## src/rtl/ram_infr.sv

```systemverilog
// ram_infr: single-port synchronous RAM with inferred storage and a registered
// read port in no-change mode.
//
// The array is left free of reset logic so that synthesis can map it onto
// block or distributed RAM. The read port is a real register and is never a
// combinational read. A write leaves the output register untouched. The
// output register changes only on an enabled read (en=1, we=0).
//
// Optional feature: define RAM_INFR_OUT_REG_EN to add a second output
// pipeline register. Read latency then becomes 2 cycles. The second stage
// loads only when the first stage was updated by a read on the previous edge,
// so the no-change behaviour carries through the pipeline. When the macro is
// undefined (the default), read latency is 1 cycle.
//
// Parameters:
//   DATA_WIDTH  word width in bits (default 4)
//   ADDR_WIDTH  address width; depth = 2**ADDR_WIDTH (default 5 -> 32 words)
//
// Ports:
//   clk   sole clock, rising edge
//   rst   asynchronous active-high reset; clears the output register(s) only
//   en    port enable; gates both read and write
//   we    write enable, qualified by en
//   addr  word address
//   di    write data
//   dout  registered read data. The obvious name "do" is a SystemVerilog
//         keyword, so the port is called dout.

module ram_infr #(
  parameter int DATA_WIDTH = 4,
  parameter int ADDR_WIDTH = 5
) (
  input  logic                  clk,
  input  logic                  rst,
  input  logic                  en,
  input  logic                  we,
  input  logic [ADDR_WIDTH-1:0] addr,
  input  logic [DATA_WIDTH-1:0] di,
  output logic [DATA_WIDTH-1:0] dout
);

  localparam int DEPTH = 1 << ADDR_WIDTH;

  logic [DATA_WIDTH-1:0] mem [DEPTH];
  logic [DATA_WIDTH-1:0] do_int;
  logic                  wr_fire;
  logic                  rd_fire;

  // rst blocks both ports while it is high, even though the array itself is
  // never cleared.
  assign wr_fire = en &  we & ~rst;
  assign rd_fire = en & ~we;

  // Storage: no reset, so contents survive a reset pulse.
  always_ff @(posedge clk) begin
    if (wr_fire) mem[addr] <= di;
  end

  // First read stage. It loads only on a read, which gives no-change mode.
  always_ff @(posedge clk or posedge rst) begin
    if (rst)          do_int <= '0;
    else if (rd_fire) do_int <= mem[addr];
  end

`ifdef RAM_INFR_OUT_REG_EN
  localparam int STAGES = 1;

  // vld_pipe[0] marks a read on this edge. vld_pipe[1] marks that do_int
  // was refreshed by a read on the previous edge.
  logic [STAGES:0]       vld_pipe;
  logic [DATA_WIDTH-1:0] do_q;

  assign vld_pipe[0] = rd_fire;

  always_ff @(posedge clk or posedge rst) begin
    if (rst) vld_pipe[STAGES:1] <= '0;
    else     vld_pipe[STAGES:1] <= vld_pipe[STAGES-1:0];
  end

  always_ff @(posedge clk or posedge rst) begin
    if (rst)               do_q <= '0;
    else if (vld_pipe[1])  do_q <= do_int;
  end

  assign dout = do_q;
`else
  assign dout = do_int;
`endif

endmodule

```

## config.mk

```make
export PLATFORM = sky130hd
export DESIGN_NAME = ram_infr
export DESIGN_NICKNAME = d
export VERILOG_FILES = /design/src/rtl/ram_infr.sv
export SDC_FILE = /design/constraint.sdc
export NUM_CORES = 1
export LEC_CHECK = 0
export BUFFER_PORTS_ARGS = -buffer_cell sky130_fd_sc_hd__buf_2
export CORE_UTILIZATION = 50
export DETAILED_ROUTE_END_ITERATION = 8
export PLACE_DENSITY = 0.66
export SLEW_MARGIN = 40
export SYNTH_ARGS = -nofsm -noshare
export SYNTH_HDL_FRONTEND = slang
export SYNTH_SLANG_ARGS = --single-unit
```

## constraint.sdc

```tcl
create_clock -name clk -period 4.13 [get_ports clk]
set_input_delay 0.413 -clock clk [delete_from_list [all_inputs] [get_ports clk]]
set_output_delay 0.413 -clock clk [all_outputs]
set_load 0.01 [all_outputs]
```

==> results of run 1 <==
-- metal layers --
layer / wire (um) / vias to the layer above
met2: 5154 / 115
met5: 0 / -
met1: 4444 / 1421
met4: 148 / 0
li1: - / 1263
met3: 686 / 16
-- path summary, 6_finish.rpt --
check	to	slack, ns	cells after the start
min in group clk	dout[0]$_DFFE_PP0P_	0.38	3
worst max-delay path	mem[19][0]$_DFFE_PP_	1.89	7
max in group asynchronous	dout[3]$_DFFE_PP0P_	3.54	3
worst min-delay path	dout[0]$_DFFE_PP0P_	0.37	3
worst max register to register	dout[0]$_DFFE_PP0P_	2.50	4
worst min register to register	dout[1]$_DFFE_PP0P_	0.49	1
-- critical path, cell delays in order --
cell and delay (ns):
dlygate4sd3_1 0.53, buf_2 0.12, inv_1 0.21, nand3_1 0.17
inv_1 0.10, nand3_1 0.39, nor2_1 0.49
-- cell type report --
class	count	area share, %
Inverter	4	0.2484
Multi-Input combinational cell	150	21.13
Sequential cell	132	65.25
Clock inverter	14	1.904
Tap cell	136	2.815
Clock buffer	18	6.914
Timing Repair Buffer	19	1.739
-- through the flow --
stage               hold slack [ns]  util (%)  area (um^2)
finish                       0.3734     58.29         6045
CTS                          0.3583     58.29         6045
global route                 0.3830     58.29         6045
global placement             0.3418     53.05         5502
detailed placement           0.3492     53.05         5502
floorplan                    0.1875         -         5349
-- power by group through the flow --
stage | clock network, W | registers (W) | logic [W]
floorplan | 0 | 0.00152 | 0.0000826
global placement | 0 | 0.00151 | 0.000133
detailed placement | 0 | 0.00151 | 0.000135
CTS | 0.00134 | 0.00149 | 0.000136
global route | 0.00140 | 0.00149 | 0.000147
finish | 0.00133 | 0.00149 | 0.000136
-- logic make-up (layout without fill, tap and decap cells) --
logic type	after synthesis	after routing	share of synthesized area, %
AOI/OAI and AO/OA	30	30	4.000
buffers and inverters	22	55	2.386
DFF	132	132	73.73
muxes	49	49	13.47
and+or+nand+nor	71	71	6.410
-- synth_stat cells (all sizes together), types with 2 or more instances --
master / instances
mux4: 15
dfrtp: 4
o21a: 2
o32a: 2
nor2: 35
nand2: 4
a22oi: 2
nor3: 8
nand3: 9
or3b: 3
clkbuf: 6
nand3b: 6
mux2i: 33
inv: 4
buf: 12
o211ai: 2
nor2b: 2
edfxtp: 128
o22ai: 14
-- flip-flops by register name, summed over array words and instances, names as in the netlist --
signal / count
dout: 4
mem: 128
-- repair_timing --
item,in CTS,in global routing
hold endpoints to repair,4,0
endpoints found under the setup margin,0,0
hold buffers,1,0
==> reports/results.tsv, run 1 <==
metric	value	unit
DRT Pass-1 Iters	5	
CTS tree	built	
Max Fclk	446.0	MHz
DR iter-0 viols	201	
Internal	0.002320	W
GP Congestion	0.7405	
Synth area leader	edfxtp_1	
worst r2r src	mem[26][0]$_DFFE_PP_	
Die Height	105.4	um
clock share of power	45.1	%
CP required	4.31	ns
most frequent cells in the layout	edfxtp_1 (128), nor2_1 (35), mux2i_1 (33)	
H-tree Lvls	4	
status	finished, final reports clean	
postcts setup bufs	0	
core area	10370	um^2
Num CTS Buffers	17	
Chip Width	105.4	um
Arr. time, crit path	2.42	ns
Initial Utilization	51.58	%
Net Count, Synth	317	
diode count	0	
Worst Tran Pin Value	0.7208	ns
grt met1 use	27.70	%
gr busiest metal	met2	
Power Total	0.002955	W
CTS root buffer	clkbuf_8	
routed vias	2815	
largest net degree at the start of global routing	33	
worst-path fanout max	8	
Comb pwr share	4.6	%
minimum clock period	2.242	ns
final hold violation count	0	
antenna violations before repair	0	
Non-Filler Instances	473	
clock tree buffer depth	2	
Die Footprint	11120	um^2
Synth Flop Type	edfxtp_1	
RSZ-0062 raised after global routing	no	
layout cells sized above 1	16.02	%
Clock Pin Slew Worst Setup and Hold Paths	0.06	ns
I/O pin total	17	
Seq pwr share	50.3	%
Area contributors post-synth	edfxtp_1 (72%), mux2i_1 (6.2%), mux4_1 (5.4%)	
row count	37	
Post-synth ARST share	3.030	%
post-layout worst setup margin	1.888	ns
Yosys warning total	0	
first-pass GRT wire length	16220	um
register area share after synthesis	73.73	%
relative slew slack	51.85	%
Layout Skew	0.01196	ns
pwr dens	488.8	nW/um^2
worst setup path start	rst	
final setup TNS	0	ns
nets	337	
Crit Path Class	in2reg	
mean cell area of the mapped netlist	17.60	um^2
Overall Global Routing Usage	20.67	%
switching share of total power	21.47	%
GRT overflow	0	
Cell Area, Synth	5349	um^2
Yosys top cell area share	71.86	%
Psw	0.0006343	W
Post-synth EDFFs	128	
GRT met3 Usage	4.267	%
ANT nets after route	0	
vias per inst	5.951	
Syn Inst Count	304	
dpl cells	440	
max-cap viol count	0	
final wirelength	10430	um
HPWL after detailed placement	6555	um
Worst Hold Class	in2async	
Layout area overhead	13.01	%
GR Util met2	33.18	%
WL per Instance	22.06	um
Final Cycle Share	54.29	%
PostCTS Resize Cnt	0	
most common cell after layout, fill and taps aside	edfxtp_1	
Register Area	3944	um^2
Worst-Skew Late Latency	0.52	ns
CP Capture Type	flip-flop	
Slew Limit Fails	0	
peak supply drop	273.7	uV
CP startpoint kind	primary input	
Sink Count	132	
Post-Place Worst Slack	1.737	ns
Finish-stage setup viols	0	
Synth cell types	38	
port bufs	16	
DRC Markers	0	
Seq cells post-synth	132	
Leak Pwr	2.025	nW
multi-input logic area	1277	um^2
vias in the first global route	2806	
Fillers	808	
Note: power is estimated with default switching activity, not from simulation.
==> run 2: changes to the inputs <==
- clock period: 4.13 -> 2.2 ns (I/O delays scaled with it)
==> reports/results.tsv, run 2 (synthesis gave the netlist of run 1 again) <==
metric	value	unit	change
Bufs and invs on worst path	4		unchanged
WL per Instance	22.03	um	-0.12%
Sink Count	132		unchanged
Slew Limit Fails	0		unchanged
worst-path fanout max	8		unchanged
antenna violations before repair	0		unchanged
Overall Global Routing Usage	20.98	%	+0.31 points
CTS tree	built		
Chip Width	105.4	um	unchanged
final wirelength	10580	um	+1.4%
clock tree buffer depth	2		unchanged
most common cell after layout, fill and taps aside	edfxtp_1		
PostCTS Resize Cnt	0		unchanged
final hold violation count	0		unchanged
CP startpoint kind	primary input		
core area	10370	um^2	unchanged
Worst Hold Launch	we		
peak supply drop	502.1	uV	+83%
Crit path largest cell delay	0.53	ns	about the same
most frequent cells in the layout	edfxtp_1 (128), nor2_1 (35), mux2i_1 (33)		
Die Footprint	11120	um^2	unchanged
Layout Skew	0.01058	ns	-0.001384 ns
number of flip-flops in the largest register	128		unchanged
Leak Pwr	2.081	nW	+2.8%
port bufs	16		unchanged
I/O pin total	17		unchanged
DR iter-0 viols	224		+11%
CP Capture Type	flip-flop		
vias per inst	5.919		-0.55%
Final Cycle Share	85.51	%	
Worst-Skew Late Latency	0.52	ns	about the same
vias in the first global route	2831		+0.89%
Die Height	105.4	um	unchanged
final core occ	59.17	%	+0.88 points
layout cells sized above 1	18.60	%	+2.6 points
largest net degree at the start of global routing	33		unchanged
worst setup path start	rst		
worst path cell trace	dlygate4sd3_1 > buf_2 > inv_1 > nand3_1 > inv_1 > nand3_1 > nor2_1		
final setup TNS	0	ns	unchanged
relative slew slack	57.29	%	+5.4 points
RSZ-0062 raised after global routing	no		
DRT Pass-1 Iters	5		unchanged
row count	37		unchanged
nets	344		+2.1%
Power Total	0.005674	W	+92%
Initial Utilization	51.58	%	unchanged
DRC Markers	0		unchanged
pwr dens	924.7	nW/um^2	+89%
Layout area overhead	14.71	%	
GP Congestion	0.7863		+6.2%
routed vias	2841		+0.92%
status	finished, final reports clean		
H-tree Lvls	4		unchanged
HPWL after detailed placement	6618	um	+0.97%
Finish-stage setup viols	0		unchanged
GRT overflow	0		unchanged
max-cap viol count	0		unchanged
Critical Path Slowest Stage Cell	dlygate4sd3_1		
first-pass GRT wire length	16480	um	+1.7%
CP required	2.36	ns	-1.95 ns
Worst Tran Pin Value	0.6407	ns	-0.08014 ns
CTS Hold Bufs	1		unchanged
minimum clock period	1.881	ns	
postcts setup bufs	0		unchanged
post-layout worst setup margin	0.3189	ns	-1.569 ns
most flop-heavy register	mem		
Hold Slack	0.2119	ns	-0.1614 ns
Worst Hold Class	in2reg		
worst r2r src	mem[2][0]$_DFFE_PP_		
Arr. time, crit path	2.04	ns	-0.38 ns
ANT nets after route	0		unchanged
diode count	0		unchanged
Clock Pin Slew Worst Setup and Hold Paths	0.06	ns	about the same
Crit Path Class	in2reg		
CTS root buffer	clkbuf_8		
Num CTS Buffers	17		unchanged
cell family with most CP delay	simple AND/OR/NAND/NOR gates		
Max Fclk	531.6	MHz	
Post-Place Worst Slack	0.06418	ns	-1.673 ns
## run 2: cell types whose count changed in the layout (fill, tap and decap cells not counted), moves of 2 or more
cell      change
buf_4         +6
clkinv_1      -2
inv_6         +6
clkinv_2      -2
## run 2: final timing paths
path                                        endpoint  slack, ns  cells after the start
worst max-delay path            mem[27][0]$_DFFE_PP_       0.32                      7
worst min-delay path             dout[1]$_DFFE_PP0P_       0.21                      4
worst max register to register   dout[0]$_DFFE_PP0P_       0.52                      4
worst min register to register   dout[1]$_DFFE_PP0P_       0.49                      1
max in group asynchronous        dout[0]$_DFFE_PP0P_       1.87                      4
min in group asynchronous        dout[1]$_DFFE_PP0P_       0.23                      4
## run 2: worst min-delay path: stages
cell and delay (ns):
buf_2 0.09, nor2b_1 0.04, buf_4 0.16, o21a_1 0.17
## run 2: power by group
group          internal, W  switching, W
clock              0.00153       0.00109
combinational     0.000102      0.000163
sequential         0.00278     0.0000120
total              0.00441       0.00127
## run 2: layout make-up
type	count	area (um^2)
Clock inverter	15	145.1
Clock buffer	17	414.1
Sequential cell	132	3944
Multi-Input combinational cell	150	1277
Timing Repair Buffer	26	170.2
Tap cell	136	170.2
Fill cell	802	4234
Inverter	4	15.01
## run 2: through the flow
step                instance area, um^2  std cells
global placement                   5567        447
CTS                                6136        480
floorplan                          5349        304
finish                             6136        480
global route                       6136        480
detailed placement                 5567        447
## run 2: metal layers
metal | GRT usage (%) | share of wire, % | vias to the layer above | wire length, um
li1 | - | - | 1278 | -
met1 | 28.85 | 43 | 1437 | 4582
met4 | 7.948 | 1.1 | 0 | 112
met2 | 32.52 | 49 | 117 | 5194
met5 | 0 | 0 | - | 0
met3 | 5.195 | 6.5 | 9 | 686
==> run 3: changes to the inputs <==
- CORE_MARGIN: default -> 2
- PLACE_DENSITY: 0.66 -> default
- PLACE_DENSITY_LB_ADDON: default -> 0.3
==> reports/results.tsv, run 3 (synthesis gave the netlist of run 1 again) <==
metric	value	unit	change
peak supply drop	441.5	uV	-12%
clock tree buffer depth	2		unchanged
Worst Hold Class	in2reg		
I/O pin total	17		unchanged
Overall Global Routing Usage	20.31	%	-0.67 points
Die Footprint	11540	um^2	+3.8%
most frequent cells in the layout	edfxtp_1 (128), nor2_1 (35), mux2i_1 (33)		
final setup TNS	0	ns	unchanged
RSZ-0062 raised after global routing	no		
WL per Instance	22.13	um	+0.47%
minimum clock period	1.800	ns	-0.08135 ns
antenna violations before repair	1		+1
vias in the first global route	2862		+1.1%
most flop-heavy register	mem		
Leak Pwr	2.134	nW	+2.5%
Non-Filler Instances	484		+0.83%
Crit path largest cell delay	0.53	ns	about the same
Num CTS Buffers	17		unchanged
diode count	0		unchanged
max-cap viol count	0		unchanged
Chip Width	107.4	um	+1.9%
Arr. time, crit path	1.96	ns	-0.08 ns
status	finished, final reports clean		
DRC Markers	0		unchanged
DRT Pass-1 Iters	5		unchanged
Fillers	738		-8.0%
nets	348		+1.2%
Worst-Skew Late Latency	0.52	ns	about the same
CTS tree	built		
largest net degree at the start of global routing	33		unchanged
worst-path fanout max	8		unchanged
Crit Path Class	in2reg		
core area	10370	um^2	unchanged
final hold violation count	0		unchanged
Finish-stage setup viols	0		unchanged
dpl cells	451		+0.89%
Layout area overhead	16.77	%	
Die Height	107.4	um	+1.9%
Clock Pin Slew Worst Setup and Hold Paths	0.06	ns	about the same
CTS root buffer	clkbuf_8		
Most Frequent Cell on Critical Path	nor2_1		
port bufs	16		unchanged
routed vias	2870		+1.0%
Layout Skew	0.007413	ns	-0.003166 ns
Power Total	0.006020	W	+6.1%
GP Congestion	0.8172		+3.9%
ANT nets after route	0		unchanged
Initial Utilization	51.58	%	unchanged
Slew Limit Fails	0		unchanged
Max Fclk	555.6	MHz	+4.5%
Final Cycle Share	81.81	%	-3.7 points
Sink Count	132		unchanged
Design Area, Final	6246	um^2	+1.8%
HPWL after detailed placement	6830	um	+3.2%
first-pass GRT wire length	16470	um	about the same
final core occ	60.23	%	+1.1 points
GRT overflow	0		unchanged
H-tree Lvls	4		unchanged
relative slew slack	58.72	%	+1.4 points
Critical Path Slowest Stage Cell	dlygate4sd3_1		
CP startpoint kind	primary input		
Worst Tran Pin Value	0.6192	ns	-0.02152 ns
row count	37		unchanged
final wirelength	10710	um	+1.3%
worst path cell trace	dlygate4sd3_1 > buf_2 > inv_1 > nand3_1 > nor2_1 > nand2_1 > nor2_1		
PostCTS Resize Cnt	0		unchanged
dpl cell area	5609	um^2	+0.76%
CP required	2.36	ns	about the same
pwr dens	963.9	nW/um^2	+4.2%
vias per inst	5.930		+0.19%
layout cells sized above 1	18.39	%	-0.21 points
DR iter-0 viols	295		+32%
CP Capture Type	flip-flop		
number of flip-flops in the largest register	128		unchanged
most common cell after layout, fill and taps aside	edfxtp_1		
## run 3: layout make-up
type	instances	area [um^2]	area share, %
Clock buffer	18	417.9	6.691
Clock inverter	14	209.0	3.345
Inverter	4	15.01	0.2404
Multi-Input combinational cell	150	1277	20.45
Sequential cell	132	3944	63.14
Tap cell	136	170.2	2.724
Timing Repair Buffer	30	212.7	3.405
## run 3: repair_timing
| action | in CTS | in global routing |
|---|---|---|
| setup buffers | 0 | 0 |
| hold buffers | 1 | 0 |
| setup endpoints to repair | 0 | 0 |
| hold endpoints to repair | 4 | 0 |
## run 3: final timing paths
path	start	endpoint	slack (ns)	cells past startpoint
min in group asynchronous	rst	dout[1]$_DFFE_PP0P_	0.23	4
setup reg to reg	mem[3][0]$_DFFE_PP_	dout[0]$_DFFE_PP0P_	0.50	4
max in group asynchronous	rst	dout[2]$_DFFE_PP0P_	1.87	4
hold / removal	we	dout[1]$_DFFE_PP0P_	0.20	4
setup / recovery	rst	mem[25][3]$_DFFE_PP_	0.40	7
hold reg to reg	dout[1]$_DFFE_PP0P_	dout[1]$_DFFE_PP0P_	0.50	1
## run 3: critical path, delay by kind of cell
kind,cells,cell delay [ns]
buf+inv,3,0.72
simple gates,4,1.03
## run 3: per-stage QoR
stage / hold WS (ns) / setup slack [ns]
after floorplan: -0.005483 / 0.6232
after global placement: 0.1986 / 0.1975
after detailed placement: 0.2070 / 0.1484
after CTS: 0.1853 / 0.4287
after global routing: 0.1949 / 0.3228
final: 0.2015 / 0.4002
## run 3: where the power goes
| part | internal (W) | switching [W] | leakage (nW) |
|---|---|---|---|
| clock network | 0.00195 | 0.00101 | 0.302 |
| registers | 0.00278 | 0.0000113 | 1.19 |
| logic | 0.000107 | 0.000166 | 0.637 |
| total | 0.00483 | 0.00119 | 2.13 |
## run 3: metal layers
metal  global-route usage (%)  vias up  wire [um]
li1                         -     1282          -
met1                    27.95     1452       4627
met2                    31.33      118       5173
met3                    5.872       16        746
met4                    7.051        2        156
met5                        0        -         10
